## config.mk

```make
export PLATFORM = sky130hd
export DESIGN_NAME = divmod
export DESIGN_NICKNAME = d
export VERILOG_FILES = /design/src/rtl/divmod_pkg.sv /design/src/rtl/divmod_msb_index.sv /design/src/rtl/divmod.sv
export SDC_FILE = /design/constraint.sdc
export NUM_CORES = 1
export LEC_CHECK = 0
export CORE_MARGIN = 8
export CORE_UTILIZATION = 63
export CTS_CLUSTER_SIZE = 30
export DETAILED_ROUTE_END_ITERATION = 12
export PLACE_DENSITY_LB_ADDON = 0.1
export SLEW_MARGIN = 20
export SYNTH_ARGS = -nofsm -noshare
export SYNTH_HDL_FRONTEND = slang
export SYNTH_SLANG_ARGS = --single-unit
```

## constraint.sdc

```tcl
create_clock -name clk_i -period 14.28 [get_ports clk_i]
set_clock_uncertainty 0.15 [all_clocks]
set_input_delay 2.142 -clock clk_i [delete_from_list [all_inputs] [get_ports clk_i]]
set_output_delay 2.142 -clock clk_i [all_outputs]
set_load 0.02 [all_outputs]
```

## src/rtl/divmod_pkg.sv

```systemverilog
// Shared types and defaults for the iterative divider.
package divmod_pkg;

  localparam int DM_WIDTH_DEF = 16;

  typedef enum logic {
    DM_IDLE = 1'b0,
    DM_RUN  = 1'b1
  } dm_state_e;

endpackage

```

## src/rtl/divmod_msb_index.sv

```systemverilog
// Priority encoder returning the index of the highest set bit (0 for input 0).
module divmod_msb_index #(
  parameter int WIDTH = 16
) (
  input  logic [WIDTH-1:0]         val_i,
  output logic [$clog2(WIDTH)-1:0] idx_o
);

  localparam int SW = $clog2(WIDTH);

  always_comb begin
    idx_o = '0;
    for (int i = 0; i < WIDTH; i++) begin
      if (val_i[i]) idx_o = i[SW-1:0];
    end
  end

endmodule

```

## src/rtl/divmod.sv

```systemverilog
// Iterative restoring divider, signed or unsigned per operation, one quotient
// bit per clock; reports quotient, remainder, divide-by-zero and a done pulse.
module divmod
  import divmod_pkg::*;
#(
  parameter int WIDTH = DM_WIDTH_DEF
) (
  input  logic             clk_i,
  input  logic             rst_i,
  input  logic             go_i,
  input  logic             sgn_i,
  input  logic [WIDTH-1:0] a_i,
  input  logic [WIDTH-1:0] b_i,
  output logic             ready_o,
  output logic             done_o,
  output logic             error_o,
  output logic [WIDTH-1:0] quo_o,
  output logic [WIDTH-1:0] rem_o
);

  localparam int SW = $clog2(WIDTH);

  dm_state_e        state_q;
  logic             go_prev_q;
  logic             ready_q, done_q, err_q;
  logic [WIDTH-1:0] quo_q, rem_q;
  logic [WIDTH-1:0] a_q, b_q, q_q;
  logic [SW-1:0]    s_q;
  logic             negq_q, nega_q;

  logic             start;
  logic [WIDTH-1:0] abs_a, abs_b, b_init;
  logic [SW-1:0]    msb_a, msb_b, s_init;
  logic             fits, last;
  logic [WIDTH-1:0] a_d, q_d, quo_fin, rem_fin;

  assign start = go_i & ~go_prev_q;
  assign abs_a = (sgn_i & a_i[WIDTH-1]) ? -a_i : a_i;
  assign abs_b = (sgn_i & b_i[WIDTH-1]) ? -b_i : b_i;

  divmod_msb_index #(.WIDTH(WIDTH)) u_msb_a (.val_i(abs_a), .idx_o(msb_a));
  divmod_msb_index #(.WIDTH(WIDTH)) u_msb_b (.val_i(abs_b), .idx_o(msb_b));

  // Align divisor's top bit under the dividend's so no leading zero steps run.
  assign s_init = (msb_a > msb_b) ? (msb_a - msb_b) : '0;
  assign b_init = abs_b << s_init;

  assign fits = (b_q <= a_q);
  assign last = (s_q == '0);

  always_comb begin
    a_d = fits ? (a_q - b_q) : a_q;
    q_d = q_q;
    if (fits) q_d[s_q] = 1'b1;
    quo_fin = negq_q ? -q_d : q_d;
    rem_fin = nega_q ? -a_d : a_d;
  end

  always_ff @(posedge clk_i) begin
    if (rst_i) begin
      state_q   <= DM_IDLE;
      go_prev_q <= 1'b0;
      ready_q   <= 1'b1;
      done_q    <= 1'b0;
      err_q     <= 1'b0;
      quo_q     <= '0;
      rem_q     <= '0;
      a_q       <= '0;
      b_q       <= '0;
      q_q       <= '0;
      s_q       <= '0;
      negq_q    <= 1'b0;
      nega_q    <= 1'b0;
    end else begin
      go_prev_q <= go_i;
      done_q    <= 1'b0;
      // A start edge always wins, which also aborts an operation in flight.
      if (start) begin
        if (b_i == '0) begin
          state_q <= DM_IDLE;
          quo_q   <= '1;
          rem_q   <= a_i;
          err_q   <= 1'b1;
          done_q  <= 1'b1;
          ready_q <= 1'b1;
        end else begin
          a_q     <= abs_a;
          b_q     <= b_init;
          q_q     <= '0;
          s_q     <= s_init;
          negq_q  <= sgn_i & (a_i[WIDTH-1] ^ b_i[WIDTH-1]);
          nega_q  <= sgn_i & a_i[WIDTH-1];
          state_q <= DM_RUN;
          ready_q <= 1'b0;
          err_q   <= 1'b0;
        end
      end else if (state_q == DM_RUN) begin
        a_q <= a_d;
        q_q <= q_d;
        if (last) begin
          quo_q   <= quo_fin;
          rem_q   <= rem_fin;
          state_q <= DM_IDLE;
          ready_q <= 1'b1;
          done_q  <= 1'b1;
        end else begin
          b_q <= b_q >> 1;
          s_q <= s_q - 1'b1;
        end
      end
    end
  end

  assign ready_o = ready_q;
  assign done_o  = done_q;
  assign error_o = err_q;
  assign quo_o   = quo_q;
  assign rem_o   = rem_q;

  a_done_idle: assert property (@(posedge clk_i) disable iff (rst_i) done_q |-> ready_q);
  a_ready_st:  assert property (@(posedge clk_i) disable iff (rst_i) ready_q == (state_q == DM_IDLE));

endmodule

```

### Word level (Yosys, flattened, before mapping)

Cells that the tools add are included.

* add/sub/neg operators: 7
* magnitude comparators: 4
* equal/unequal tests: 3
* shift operators: 1
* muxes and demuxes: 72
* bitwise operators: 8
* reductions and logical operators: 10

Operators by type and width (count)
* $mux W16: 24
* $mux W4: 21
* $neg A16 Y16: 4
* $mux W3: 8
* $le A16 B16 Y1: 1
* $logic_not A16 Y1: 1
* $or A16 B16 Y16: 1
* $shl A16 B4 Y16: 1
* $sub A16 B16 Y16: 1
* $mux W1: 14
* $mux W2: 4
* $reduce_and A2 Y1: 3
* $reduce_and A3 Y1: 2
* $lt A4 B5 Y1 const B: 1
* $and A1 B1 Y1: 4
* $demux W1 S4: 1
* $ge A4 B1 Y1 const B: 1
* $gt A4 B4 Y1: 1
* $logic_not A4 Y1: 1
* $ne A2 B2 Y1 const B: 2
* $reduce_bool A2 Y1: 2
* $sub A4 B1 Y4 const B: 1
* $sub A4 B4 Y4: 1
* $ne A2 B1 Y1 const B: 1
* 3 further kinds: 4

* bits in registers: 91
* bits of input ports: 36
* logic and storage cells: 118

### Longest topological paths before layout

* depth after elaboration: 22
* gate-level depth with buffers: 25
* mapped depth without buffers: 23

### Hierarchy

From an unflattened synthesis, not the netlist that was laid out.

* cells, all modules: 1020
* area total of the unflattened synthesis: 7368.3 um^2

Modules (own cells, without submodules)
* divmod: times used 1, cells an instance 970, area each 7085.5 um^2
* divmod_msb_index: times used 2, cells an instance 25, area each 141.4 um^2

### Worst setup path before layout

No wires, ideal clock.

* kind: input to register
* from: in sgn_i
* to: reg b_q[10]
* library setup time: 0.070 ns
* arrival time: 6.413 ns
* data required time: 14.060 ns
* slack: 7.647 ns
* stages on the path: 23
* cells stage by stage: clkbuf_1 and2_1 clkbuf_1 mux2i_1 nand2b_1 a21oi_1 o21ba_2 o21ai_0 nand2_1 a211o_1 a21oi_1 ha_1 inv_1 fa_1 a21o_1 a21oi_1 or2_2 clkbuf_1 clkbuf_1 mux2i_1 o211ai_1 a311o_1 a21oi_1

* cells in the longest elaborated chain, start to end: 22

Ends and longest elaborated chain
* start, declared: line divmod.sv:11 `input logic sgn_i,`
* $and A1 B1 Y1, on equally long branches: line divmod.sv:38, divmod.sv:39
* $mux W16, on equally long branches: line divmod.sv:38, divmod.sv:39
* $mux W1: line divmod_msb_index.sv:14 `if (val_i[i]) idx_o = i[SW-1:0];`
* $mux W2 (2 in a row): line divmod_msb_index.sv:14
* $mux W3 (4 in a row): line divmod_msb_index.sv:14
* $mux W4 (8 in a row): line divmod_msb_index.sv:14
* $sub A4 B4 Y4 / $gt A4 B4 Y1 (equally long branches): line divmod.sv:45 `assign s_init = (msb_a > msb_b) ? (msb_a - msb_b) : '0;`
* $mux W4: line divmod.sv:45
* $shl A16 B4 Y16 (*): line divmod.sv:46 `assign b_init = abs_b << s_init;`
* $mux W16 (*): line divmod.sv:79 `if (b_i == '0) begin`
* $mux W16 (*): line divmod.sv:78 `if (start) begin`
* end signal, assigned: line divmod.sv:88 `b_q <= b_init;`
* end signal, assigned: line divmod.sv:107 `b_q <= b_q >> 1;`
* end, declared: line divmod.sv:27 `logic [WIDTH-1:0] a_q, b_q, q_q;`

Mark *: on every way between the ends. The rest lies on a longest branch, timed or not. The select of a mux whose other input is x is not followed.
A chain may end at the register's enable or synchronous reset.

### Worst setup path in the final report

* from: in a_i[1]
* to: reg b_q[11]

* cells in the longest elaborated chain, start to end: 22

Ends and longest elaborated chain
* start, declared: line divmod.sv:12 `input logic [WIDTH-1:0] a_i,`
* $neg A16 Y16: line divmod.sv:38 `assign abs_a = (sgn_i & a_i[WIDTH-1]) ? -a_i : a_i;`
* $mux W16 (*): line divmod.sv:38
* $mux W1: line divmod_msb_index.sv:14
* $mux W2 (2 in a row): line divmod_msb_index.sv:14
* $mux W3 (4 in a row): line divmod_msb_index.sv:14
* $mux W4 (7 in a row): line divmod_msb_index.sv:14
* $mux W4 (*): line divmod_msb_index.sv:14
* $sub A4 B4 Y4 / $gt A4 B4 Y1 (equally long branches): line divmod.sv:45
* $mux W4 (*): line divmod.sv:45
* $shl A16 B4 Y16 (*): line divmod.sv:46
* $mux W16 (*): line divmod.sv:79
* $mux W16 (*): line divmod.sv:78

Marked as above.

==> impl_metrics.csv <==
group,metric,value,unit
outcome,status,"completed",
synthesis,ys_ff_latch,91,
place,place_area,8030,um^2
power,finalPower,1340,uW
grt,grt_pass1_wl,34.7,mm
worst_setup_path,crit_required,14370,ps
worst_setup_path,crit_top_cell,"a21oi_1",
worst_hold_path,worstHoldPathCells,2,
power,vdd_drop_max,0.137,mV
power,power.density,160,nW/um^2
synthesis,ys_seq_area_share,25.0,%
clock_network,cts.sinks,91,
grt,grt_max_degree,46,
floorplanning,core,11400,um^2
place,io_buffers,70,
finish,num_antenna_cells,0,
floorplanning,dieArea,15300,um^2
grt,grt_use_total,28.2,%
worst_setup_path,cp.arrival,7260,ps
power,leakagePower,0.00329,uW
finish,fin_nets,1077,
power,p_clk_share,19.3,%
worst_setup_path,start_kind,"input pin",
worst_setup_path,worst-path-buf-inv,4,
worst_setup_path,worstSetupPathType,"in -> reg",
detailed_routing,routed_wl,21.3,mm
sta,rsz0062_at_grt,"no",
clock_network,post_cts_buffers,0,
sta,finalHoldViolCount,0,
power,combPwrFrac,57.5,%
synthesis,synthFlopType,"dfxtp_1",
clock_network,hold_buffers,0,
detailed_routing,drtIter0Drc,745,
floorplanning,ios,71,
place,dp_hpwl,16.1,mm
clock_network,htreeDepth,3,
clock_network,post_cts_resized,0,
sta,clock.fmax,0.139,GHz
worst_setup_path,worst-path-stages,25,
finish,final_area,8350,um^2
power,internal_power,722,uW
floorplanning,dieWidth,124,um
synthesis,synth_edf_count,0,
detailed_routing,wl_per_cell,18.4,um
synthesis,syn_nets,1042,
power,p_switching,613,uW
grt,gr-total-overflow,0,
synthesis,async_flop_share,0,%
synthesis,postSynthAreaPerCell,7.47,um^2
grt,grt_pass1_vias,7013,
finish,utilization,73.5,%
sta,setup_violations,0,
clock_network,cts_buffer_depth,2,
clock_network,worst_skew_pair.late_latency,360,ps
worst_setup_path,crit_path_end_kind,"flip-flop",
synthesis,netlist_area,7290,um^2
synthesis,syn_inst,976,
run,cap_violations,0,
place,globalplace.congestion,0.957,
synthesis,ys_warn_count,0,
detailed_routing,first_pass_iters,5,
worst_setup_path,r2r_cells,15,
worst_setup_path,cp_slowest_cell,"nor3b_1",
clock_network,cts_tree,"yes",
floorplanning,row_count,39,
synthesis,synth_cell_types,79,
power,power_frac_seq,23.2,%
worst_hold_path,min_path_type,"reg -> reg",
worst_setup_path,reg2reg_slack,10030,ps
worst_setup_path,crit_family,"compound AO/OA/AOI/OAI gates",
power,switching_share,45.9,%
clock_network,cts_buffers,9,
floorplanning,start_util,64.1,%
clock_network,cts_root_buf,"clkbuf_16",
worst_setup_path,crit_path_max_incr_delay,520,ps
sta,period_share,50.2,%
sta,tightest_slew,1130,ps
detailed_routing,ant_nets,0,
detailed_routing,drc_errors,0,
detailed_routing,via_per_inst,6.41,
detailed_routing,vias,7433,
grt,grt_antenna_before_repair,0,
sta,relSlewSlack,24.2,%
floorplanning,die_y,124,um
sta,fin_crit,7170,ps
finish,fill_cells,937,
clock_network,path_clk_slew,70,ps
finish,drive_gt1_share,7.19,%
sta,fin_tns_setup,0,ps
finish,syn_to_final_growth,14.6,%
sta,drv_slew,0,
worst_setup_path,worstPathMaxFanout,16,
## final timing paths
kind,startpoint,end
worst max-delay path,a_i[1],b_q[11]
worst min-delay path,ready_o,ready_o
worst min register to register,ready_o,ready_o
worst max register to register,b_q[8],rem_o[12]
## per-stage QoR
stage	instances	hold slack (ps)	worst slack (ps)
floorplan	976	295	7650
global placement	1143	283	6890
detailed placement	1143	303	6820
CTS	1159	313	7170
global route	1159	336	6630
finish	1159	308	7110
## cells by family (layout without fill, tap and decap cells)
kind of cell               Yosys count  count (layout)  synth area share [%]
and+or+nand+nor                    311             311                  19.8
adders and majority gates           30              30                  5.36
muxes                               36              36                  5.07
xor gates and xnor gates            64              64                  7.69
DFF                                 91              91                  25.0
AOI/OAI and AO/OA                  336             336                  31.3
buffers and inverters              108             148                  5.79
## registers in the layout (all words and copies together), names as in the netlist
signal,cells
quo_o,16
s_q,4
state_q,1
done_o,1
q_q,16
go_prev_q,1
error_o,1
rem_o,16
ready_o,1
b_q,16
negq_q,1
a_q,16
nega_q,1
## cell type report
| class | count | area [um^2] | share of cell area, % |
|---|---|---|---|
| clock buffers | 10 | 239 | 2.86 |
| clock inverters | 6 | 82.6 | 0.989 |
| inverters | 51 | 191 | 2.29 |
| multi-input cells | 777 | 5060 | 60.5 |
| flip-flops and latches | 91 | 1820 | 21.8 |
| well taps | 143 | 179 | 2.14 |
| repair buffers | 81 | 783 | 9.38 |
## cell usage in the layout (no fill, tap or decap), types with 11 or more instances in the layout
cell,count
inv_1,51
ha_1,28
nor2_1,105
dfxtp_1,91
nand3_1,21
buf_4,11
o31ai_1,14
nor3_1,24
xor2_1,27
a21oi_1,103
xnor2_1,37
nand2_1,90
a31oi_1,22
mux2i_1,29
clkdlybuf4s50_1,70
a211oi_1,27
a22oi_1,11
o21ai_0,61
## power by group through the flow
stage	registers [uW]	logic, uW	clock network (uW)
6_report	310	768	258
5_1_grt	313	836	268
4_1_cts	309	757	257
3_5_place_dp	315	750	0
3_3_place_gp	314	743	0
2_1_floorplan	324	555	0
## layer usage
layer  up-vias  share of wire (%)  track usage [%]  wire length, um
met5         -                  0                0                0
met4         0                2.2             9.48              462
met3        45                5.9             4.52             1260
met2       294                 48             47.2            10300
met1      3485                 44             36.2             9280
li1       3609                  -                -                -
## worst min-delay path: cells and delay by family (launching register included)
family | cells | cell delay (ps)
flops | 1 | 310
simple gates | 2 | 100
## cells in the mapped netlist, types with 5 or more instances
| cell | instances | area (um^2) |
|---|---|---|
| a211oi_1 | 28 | 210 |
| a21boi_0 | 5 | 37.5 |
| a21oi_1 | 103 | 515 |
| a221oi_1 | 7 | 61.3 |
| a22oi_1 | 11 | 82.6 |
| a31oi_1 | 22 | 138 |
| and2_1 | 6 | 37.5 |
| buf_2 | 7 | 35.0 |
| clkbuf_1 | 49 | 184 |
| dfxtp_1 | 91 | 1820 |
| ha_1 | 28 | 350 |
| inv_1 | 51 | 191 |
| mux2_2 | 7 | 78.8 |
| mux2i_1 | 29 | 290 |
| nand2_1 | 90 | 338 |
| nand2b_1 | 9 | 56.3 |
| nand3_1 | 21 | 105 |
| nand4_1 | 10 | 62.6 |
| nor2_1 | 105 | 394 |
| nor2b_1 | 10 | 62.6 |
| nor3_1 | 25 | 125 |
| nor4_1 | 5 | 31.3 |
| o211a_1 | 6 | 60.1 |
| o211ai_1 | 10 | 75.1 |
| o21ai_0 | 61 | 305 |
| o31a_1 | 6 | 52.6 |
| o31ai_1 | 14 | 105 |
| or2_2 | 8 | 50.1 |
| xnor2_1 | 37 | 324 |
| xor2_1 | 27 | 236 |
No activity file was read; power rests on OpenSTA's default activity.
